--- config.mk ---
export PLATFORM = sky130hd
export DESIGN_NAME = rdata_fifo_refill_sched
export DESIGN_NICKNAME = d
export VERILOG_FILES = /design/src/rtl/rdata_fifo_refill_sched.sv
export SDC_FILE = /design/constraint.sdc
export NUM_CORES = 1
export LEC_CHECK = 0
export BUFFER_PORTS_ARGS = -buffer_cell sky130_fd_sc_hd__clkbuf_2
export CAP_MARGIN = 0
export CORE_MARGIN = 1.5
export CORE_UTILIZATION = 40
export DETAILED_ROUTE_END_ITERATION = 12
export PLACE_DENSITY_LB_ADDON = 0.12
export RECOVER_POWER = 50
export SYNTH_ARGS = -nofsm -noshare
export SYNTH_HDL_FRONTEND = slang
export SYNTH_SLANG_ARGS = --single-unit
--- constraint.sdc ---
create_clock -name clk -period 6.3 [get_ports clk]
set_clock_uncertainty 0.2 [all_clocks]
set_input_delay 0.945 -clock clk [delete_from_list [all_inputs] [get_ports clk]]
set_output_delay 0.945 -clock clk [all_outputs]
set_load 0.01 [all_outputs]
--- src/rtl/rdata_fifo_refill_sched.sv ---
// Refill scheduler for the per-channel video read-data FIFOs: round-robin picks a channel with
// FIFO space and spare burst credit, then issues one fixed-length read burst per handshake.
module rdata_fifo_refill_sched #(
  parameter int unsigned CH_NUM     = 3,
  parameter int unsigned LEVEL_W    = 11,
  parameter int unsigned FIFO_DEPTH = 1024,
  parameter int unsigned BURST_LEN  = 64,
  parameter int unsigned MAX_OUT    = 2,
  parameter int unsigned ADDR_W     = 28
) (
  input  logic                      clk,
  input  logic                      rst,
  input  logic [CH_NUM-1:0]         ch_en,
  input  logic [CH_NUM*ADDR_W-1:0]  ch_base_addr,
  input  logic [ADDR_W-1:0]         frame_words,
  input  logic [CH_NUM*LEVEL_W-1:0] wr_water_level,
  output logic                      cmd_valid,
  input  logic                      cmd_ready,
  output logic [ADDR_W-1:0]         cmd_addr,
  output logic [2:0]                cmd_ch,
  input  logic                      rd_done_valid,
  input  logic [2:0]                rd_done_ch,
  output logic [CH_NUM-1:0]         frame_done,
  output logic                      err_underflow
);

  localparam logic [0:0] StIdle  = 1'b0;
  localparam logic [0:0] StIssue = 1'b1;
  localparam int unsigned EW = LEVEL_W + 4;
  localparam logic [ADDR_W-1:0] BurstWords = ADDR_W'(BURST_LEN);

  logic [0:0]        state_q, state_d;
  logic [ADDR_W-1:0] cmd_addr_q, cmd_addr_d;
  logic [2:0]        cmd_ch_q, cmd_ch_d;
  logic [2:0]        rr_ptr_q, rr_ptr_d;
  logic [2:0]        inflight_q [CH_NUM];
  logic [2:0]        inflight_d [CH_NUM];
  logic [ADDR_W-1:0] offset_q [CH_NUM];
  logic [ADDR_W-1:0] offset_d [CH_NUM];
  logic [CH_NUM-1:0] frame_done_q, frame_done_d;
  logic              err_q, err_d;

  logic [CH_NUM-1:0] elig;
  logic              grant_found, hi_found;
  logic [2:0]        grant, hi_grant, lo_grant;
  logic              accept;

  // Space check counts both FIFO level and bursts still in flight (deliberately conservative).
  always_comb begin : elig_c
    logic [EW-1:0] need;
    need = '0;
    elig = '0;
    for (int unsigned i = 0; i < CH_NUM; i++) begin
      need = EW'(wr_water_level[i*LEVEL_W +: LEVEL_W])
           + (EW'(inflight_q[i]) + EW'(1)) * EW'(BURST_LEN);
      elig[i] = ch_en[i] && (inflight_q[i] < 3'(MAX_OUT)) && (need <= EW'(FIFO_DEPTH));
    end
  end

  // Rotating priority: first eligible at or above rr_ptr, else first eligible from 0.
  always_comb begin
    hi_found    = 1'b0;
    hi_grant    = '0;
    grant_found = 1'b0;
    lo_grant    = '0;
    for (int unsigned i = 0; i < CH_NUM; i++) begin
      if (!hi_found && elig[i] && (3'(i) >= rr_ptr_q)) begin
        hi_found = 1'b1;
        hi_grant = 3'(i);
      end
      if (!grant_found && elig[i]) begin
        grant_found = 1'b1;
        lo_grant    = 3'(i);
      end
    end
    grant = hi_found ? hi_grant : lo_grant;
  end

  assign accept = (state_q == StIssue) && cmd_ready;

  always_comb begin
    state_d      = state_q;
    cmd_addr_d   = cmd_addr_q;
    cmd_ch_d     = cmd_ch_q;
    rr_ptr_d     = rr_ptr_q;
    frame_done_d = '0;
    err_d        = err_q;
    for (int unsigned i = 0; i < CH_NUM; i++) begin
      inflight_d[i] = inflight_q[i];
      offset_d[i]   = offset_q[i];
    end

    unique case (state_q)
      StIdle: begin
        if (grant_found) begin
          for (int unsigned i = 0; i < CH_NUM; i++) begin
            if (grant == 3'(i)) begin
              cmd_addr_d = ch_base_addr[i*ADDR_W +: ADDR_W] + offset_q[i];
            end
          end
          cmd_ch_d = grant;
          state_d  = StIssue;
        end
      end
      default: begin
        if (accept) begin
          state_d  = StIdle;
          rr_ptr_d = (cmd_ch_q == 3'(CH_NUM - 1)) ? 3'd0 : cmd_ch_q + 3'd1;
          for (int unsigned i = 0; i < CH_NUM; i++) begin
            if (cmd_ch_q == 3'(i)) begin
              if (offset_q[i] == frame_words - BurstWords) begin
                offset_d[i]     = '0;
                frame_done_d[i] = 1'b1;
              end else begin
                offset_d[i] = offset_q[i] + BurstWords;
              end
            end
          end
        end
      end
    endcase

    for (int unsigned i = 0; i < CH_NUM; i++) begin
      // A disabled channel restarts its frame, unless its command is already on the bus.
      if (!ch_en[i] && !((state_q == StIssue) && (cmd_ch_q == 3'(i)))) begin
        offset_d[i] = '0;
      end
      if ((accept && (cmd_ch_q == 3'(i))) && !(rd_done_valid && (rd_done_ch == 3'(i)))) begin
        inflight_d[i] = inflight_q[i] + 3'd1;
      end else if (!(accept && (cmd_ch_q == 3'(i))) && rd_done_valid
                   && (rd_done_ch == 3'(i))) begin
        if (inflight_q[i] == 3'd0) begin
          err_d = 1'b1;
        end else begin
          inflight_d[i] = inflight_q[i] - 3'd1;
        end
      end
    end
  end

  always_ff @(posedge clk) begin
    if (rst) begin
      state_q      <= StIdle;
      cmd_addr_q   <= '0;
      cmd_ch_q     <= '0;
      rr_ptr_q     <= '0;
      frame_done_q <= '0;
      err_q        <= 1'b0;
      for (int unsigned i = 0; i < CH_NUM; i++) begin
        inflight_q[i] <= '0;
        offset_q[i]   <= '0;
      end
    end else begin
      state_q      <= state_d;
      cmd_addr_q   <= cmd_addr_d;
      cmd_ch_q     <= cmd_ch_d;
      rr_ptr_q     <= rr_ptr_d;
      frame_done_q <= frame_done_d;
      err_q        <= err_d;
      for (int unsigned i = 0; i < CH_NUM; i++) begin
        inflight_q[i] <= inflight_d[i];
        offset_q[i]   <= offset_d[i];
      end
    end
  end

  assign cmd_valid     = (state_q == StIssue);
  assign cmd_addr      = cmd_addr_q;
  assign cmd_ch        = cmd_ch_q;
  assign frame_done    = frame_done_q;
  assign err_underflow = err_q;

endmodule

Yosys cells after proc, flatten, opt, wreduce, memory -nomap -nowiden

Memory sizes are Yosys's and may differ from the RTL's.
Index checks and enable logic that the tools add are counted.
W data, S select, Z words.

Memories: 2
Input port bits: 155
Word-level logic and storage cells: 182
Bits in registers: 39
Memory bits (writable): 93
Output and inout port bits: 36

Memories:

| memory     | depth | bits a word | read ports | clocked after Yosys merged registers in | wr ports | line | RTL |
|---|---|---|---|---|---|---|---|
| offset_q   | 3     | 28          | 3          | 0                                       | 3        | 38   | `logic [ADDR_W-1:0] offset_q [CH_NUM];` |
| inflight_q | 3     | 3           | 3          | 0                                       | 3        | 36   | `logic [2:0] inflight_q [CH_NUM];` |

Eq/ne operators: 9
$lt $le $gt $ge: 9
Reductions and logical operators: 64
Multiplexer cells: 59
Add/sub/neg operators: 20
Bitwise operators: 11

Operators by type and width:

| kind                    | number |
|---|---|
| $mux W28                | 15 |
| $mux W84                | 2 |
| $add A28 B28 Y28        | 3 |
| $add A28 B7 Y28 const B | 3 |
| $eq A28 B28 Y1          | 3 |
| $mux W3                 | 16 |
| $add A11 B10 Y12        | 3 |
| $le A12 B11 Y1 const B  | 3 |
| $logic_and A1 B1 Y1     | 35 |
| $sub A28 B7 Y28 const B | 1 |
| $mux W1                 | 26 |
| $logic_not A3 Y1        | 6 |
| $logic_not A1 Y1        | 16 |
| $add A3 B1 Y3 const B   | 4 |
| $add A3 B1 Y4 const B   | 3 |
| $reduce_or A4 Y1        | 3 |
| $eq A3 B1 Y1 const B    | 3 |
| $eq A3 B2 Y1 const B    | 3 |
| $lt A3 B2 Y1 const B    | 3 |
| $sub A3 B1 Y3 const B   | 3 |
| $ge A1 B3 Y1 const A    | 2 |
| $or A1 B1 Y1            | 6 |
| $not A1 Y1              | 5 |
| $reduce_and A2 Y1       | 2 |
| other kinds (3)         | 3 |

Longest topological paths before layout

An unclocked memory read counts as a cell.

Depth after elaboration: 20
Gate-level depth with buffers: 15
Gate-level depth less buffers: 13

Worst setup path before layout

OpenSTA, ideal clock, no wires.

Path kind: input to register
Start: input port frame_words[9]
End: memory offset_q[0][10]
Required time: 5,983 ps
Path buffers: 2
Setup time: 117 ps
Slack: 2,429 ps
Stages: 11
Arrival: 3,554 ps
Cells stage by stage: or4_1 buf_2 or3_1 xor2_1 xnor2_1 or4_1 nor3_1 nand4_1 o21ai_1 buf_2 nor2_1

RTL lines:

| what               | line | RTL |
|---|---|---|
| start: declaration | 15   | `input logic [ADDR_W-1:0] frame_words,` |
| end: declaration   | 38   |  |

==> out/qor.txt <==
first-pass GRT wire length: 51100 µm
Syn Area/Cell: 7.97 µm²
Power Dens Cells: 190 nW/µm²
ys flop type: dfxtp_1
leakage: 5.07 nW
CP endpoint kind: register
GRT Total Usage: 0.252
Reg2Reg Setup Slack: 1.67 ns
hold buffers post-CTS: 0
Synth Cell Area: 10300 µm²
setup repair after global routing missed its margin: false
Skew-Pair Late Insertion Delay: 0.42 ns
number of core rows: 58
setup ws final: 1.67 ns
Levels on crit path: 13
DIE HEIGHT: 164 µm
met3 WL: 2060 µm
clock power share: 0.449
crit path capture: cmd_addr[11]
CTS root buf: clkbuf_16
H-tree depth: 4
global route total overflow: 0
commonest non-fill, non-tap cells in the layout: nor2_1, clkbuf_2, xnor2_1, dfxtp_1, ha_1
total clock sinks: 113
final instance area: 12100 µm²
IO Pins: 191
Worst R2R End: cmd_addr[11]
DP HPWL: 28000 µm
startpoint types: register
synth warn: 0
worst slew pin tran: 2.51 ns
switch share: 0.311
top layer in use: met4
post-layout util: 0.480
Routed Wire Length: 34300 µm
crit path buf inv count: 2
routed length per instance: 18.9 µm
vias post-DR: 9963
area delta synth->final: 17.3%
met2 wire length: 15400 µm
min cycle time layout: 4.63 ns
syn_nets: 1545
Critical Path RT: 6.29 ns
CTS Buf Count: 17
number of synthesized flops with an enable pin: 0
sequential-to-total area share from yosys stat: 0.219
clock tree from TritonCTS: built
internal power: 1.58 mW
TritonRoute pass-1 iters: 5
die footprint: 26800 µm²
fin cells: 1814
R2R Path Start: inflight_q[0][6]
worst r2r path cells: 13
PortBufs: 189
initial antenna violation count: 0
HP Class: reg2reg
share of layout cells above drive strength 1: 0.142
WS Path Type: reg2reg
routed vias/inst: 5.49
DR DRC count: 0
nets: 1721
pre-CTS setup slack: 1.40 ns
clock-pin slew on the worst setup and hold paths: 0.06 ns
Power, Total: 2.30 mW
Routed Antenna Nets: 0
slowest CP cell: a211o_1
setup bufs post-CTS: 0
Worst Path Max Fanout: 17
Worst EP arrival: 4.63 ns
Max Cap Viol: 1
Inst Count DP: 1782
Max-slew headroom: -0.673
drt first-iter violations: 802
crit-path cells: inv_1, ha_1, fa_1, nor4_1, and4_1, o21ai_0, o22ai_1, a211o_1, buf_4, mux2i_1, nor2_1, a211oi_1, nor3_1
hold slack final: 0.254 ns
achievable frequency: 0.216 GHz
Max Root-Sink Buffers: 2
Largest stage delay, worst path: 0.75 ns
P_sw: 0.713 mW
most common cell after layout, fill and taps aside: nor2_1
Sequential Power Share: 0.342
placed inst area: 11600 µm²
fin crit share: 0.735
Final Hold Violating Endpoints: 0
failing checks: capacitance limit, slew limit
global placement routability congestion: 0.902
largest net degree at the start of global routing: 54
Die W: 164 µm
Crit path max-delay family: compound AO/OA/AOI/OAI gates
Netlist cell types: 76
FFs w/ async S/R, synth: 0
setup TNS: 0 ns
status: complete, but fails checks
number of global-route vias before repair: 8961
met1 WL: 15900 µm
Worst VDD drop: 161 µV
Final Max Tran Viols: 54
final setup fails: 0
Synth Register Bits: 113
Post-CTS Resized: 0
number of antenna diodes: 0
Comb pwr share: 0.210
core area: 25300 µm²
crit path launch: inflight_q[0][6]
synthesized instance count: 1295
Initial Util: 0.409
==> cell usage after synthesis, types with 40 or more instances <==
master   count  share of area
inv_1       55          0.020
nor2_1     178          0.065
xnor2_1    121           0.10
a21oi_1     75          0.036
o21ai_0     42          0.020
nand3_1     53          0.026
ha_1        86           0.10
nor3_1      40          0.019
xor2_1      83          0.070
dfxtp_1    113           0.22
nand2_1     69          0.025
==> state kept, by name, indices dropped and copies added (netlist names) <==
| signal | flops |
|---|---|
| cmd_addr | 28 |
| cmd_ch | 2 |
| cmd_valid | 1 |
| err_underflow | 1 |
| frame_done | 3 |
| inflight_q | 9 |
| offset_q | 66 |
| rr_ptr_q | 3 |
==> cells by family after synthesis <==
| group | Yosys count | synth area share |
|---|---|---|
| AOI/OAI and AO/OA | 274 | 0.173 |
| xor gates and xnor gates | 216 | 0.199 |
| adders and majority gates | 95 | 0.122 |
| buffers and inverters | 94 | 0.0383 |
| DFF | 113 | 0.219 |
| muxes | 12 | 0.0119 |
| other | 1 | 0.000363 |
| and+or+nand+nor | 490 | 0.236 |
==> worst min-delay path by stage <==
stage | from | endpoint | slack (ns) | cells after the start
floorplan | rr_ptr_q[0] | rr_ptr_q[0] | 0.26 | 2
global placement | cmd_addr[13] | cmd_addr[13] | 0.24 | 2
detailed placement | cmd_addr[7] | cmd_addr[7] | 0.25 | 2
CTS | cmd_addr[7] | cmd_addr[7] | 0.25 | 2
global route | cmd_addr[7] | cmd_addr[7] | 0.27 | 2
finish | cmd_addr[13] | cmd_addr[13] | 0.25 | 2
==> power groups by stage <==
| stage | sequential (mW) | clock [mW] | combinational, mW |
|---|---|---|---|
| floorplan | 0.800 | 0 | 0.292 |
| global placement | 0.798 | 0 | 0.484 |
| detailed placement | 0.799 | 0 | 0.486 |
| CTS | 0.783 | 1.04 | 0.489 |
| global route | 0.788 | 1.08 | 0.528 |
| finish | 0.784 | 1.03 | 0.481 |
==> metal layers <==
layer  vias up  track usage
li1       4993            -
met2       317        0.406
met1      4609        0.346
met5         -            0
met4         0       0.0769
met3        44       0.0381
==> tightest hold or removal path, cell delays in order, from the launching register on <==
cell and delay, ns:
dfxtp_1 0.31, nand2_1 0.05, a21oi_1 0.05
==> layout make-up <==
cell class | count | area, µm²
multi-input combinational | 1088 | 7660
fill | 2592 | 13100
clock inverter | 14 | 179
tap | 330 | 413
sequential | 113 | 2260
inverter | 55 | 206
clock buffer | 18 | 439
timing repair buffer | 196 | 948
Power figures use the tool's default switching activity.
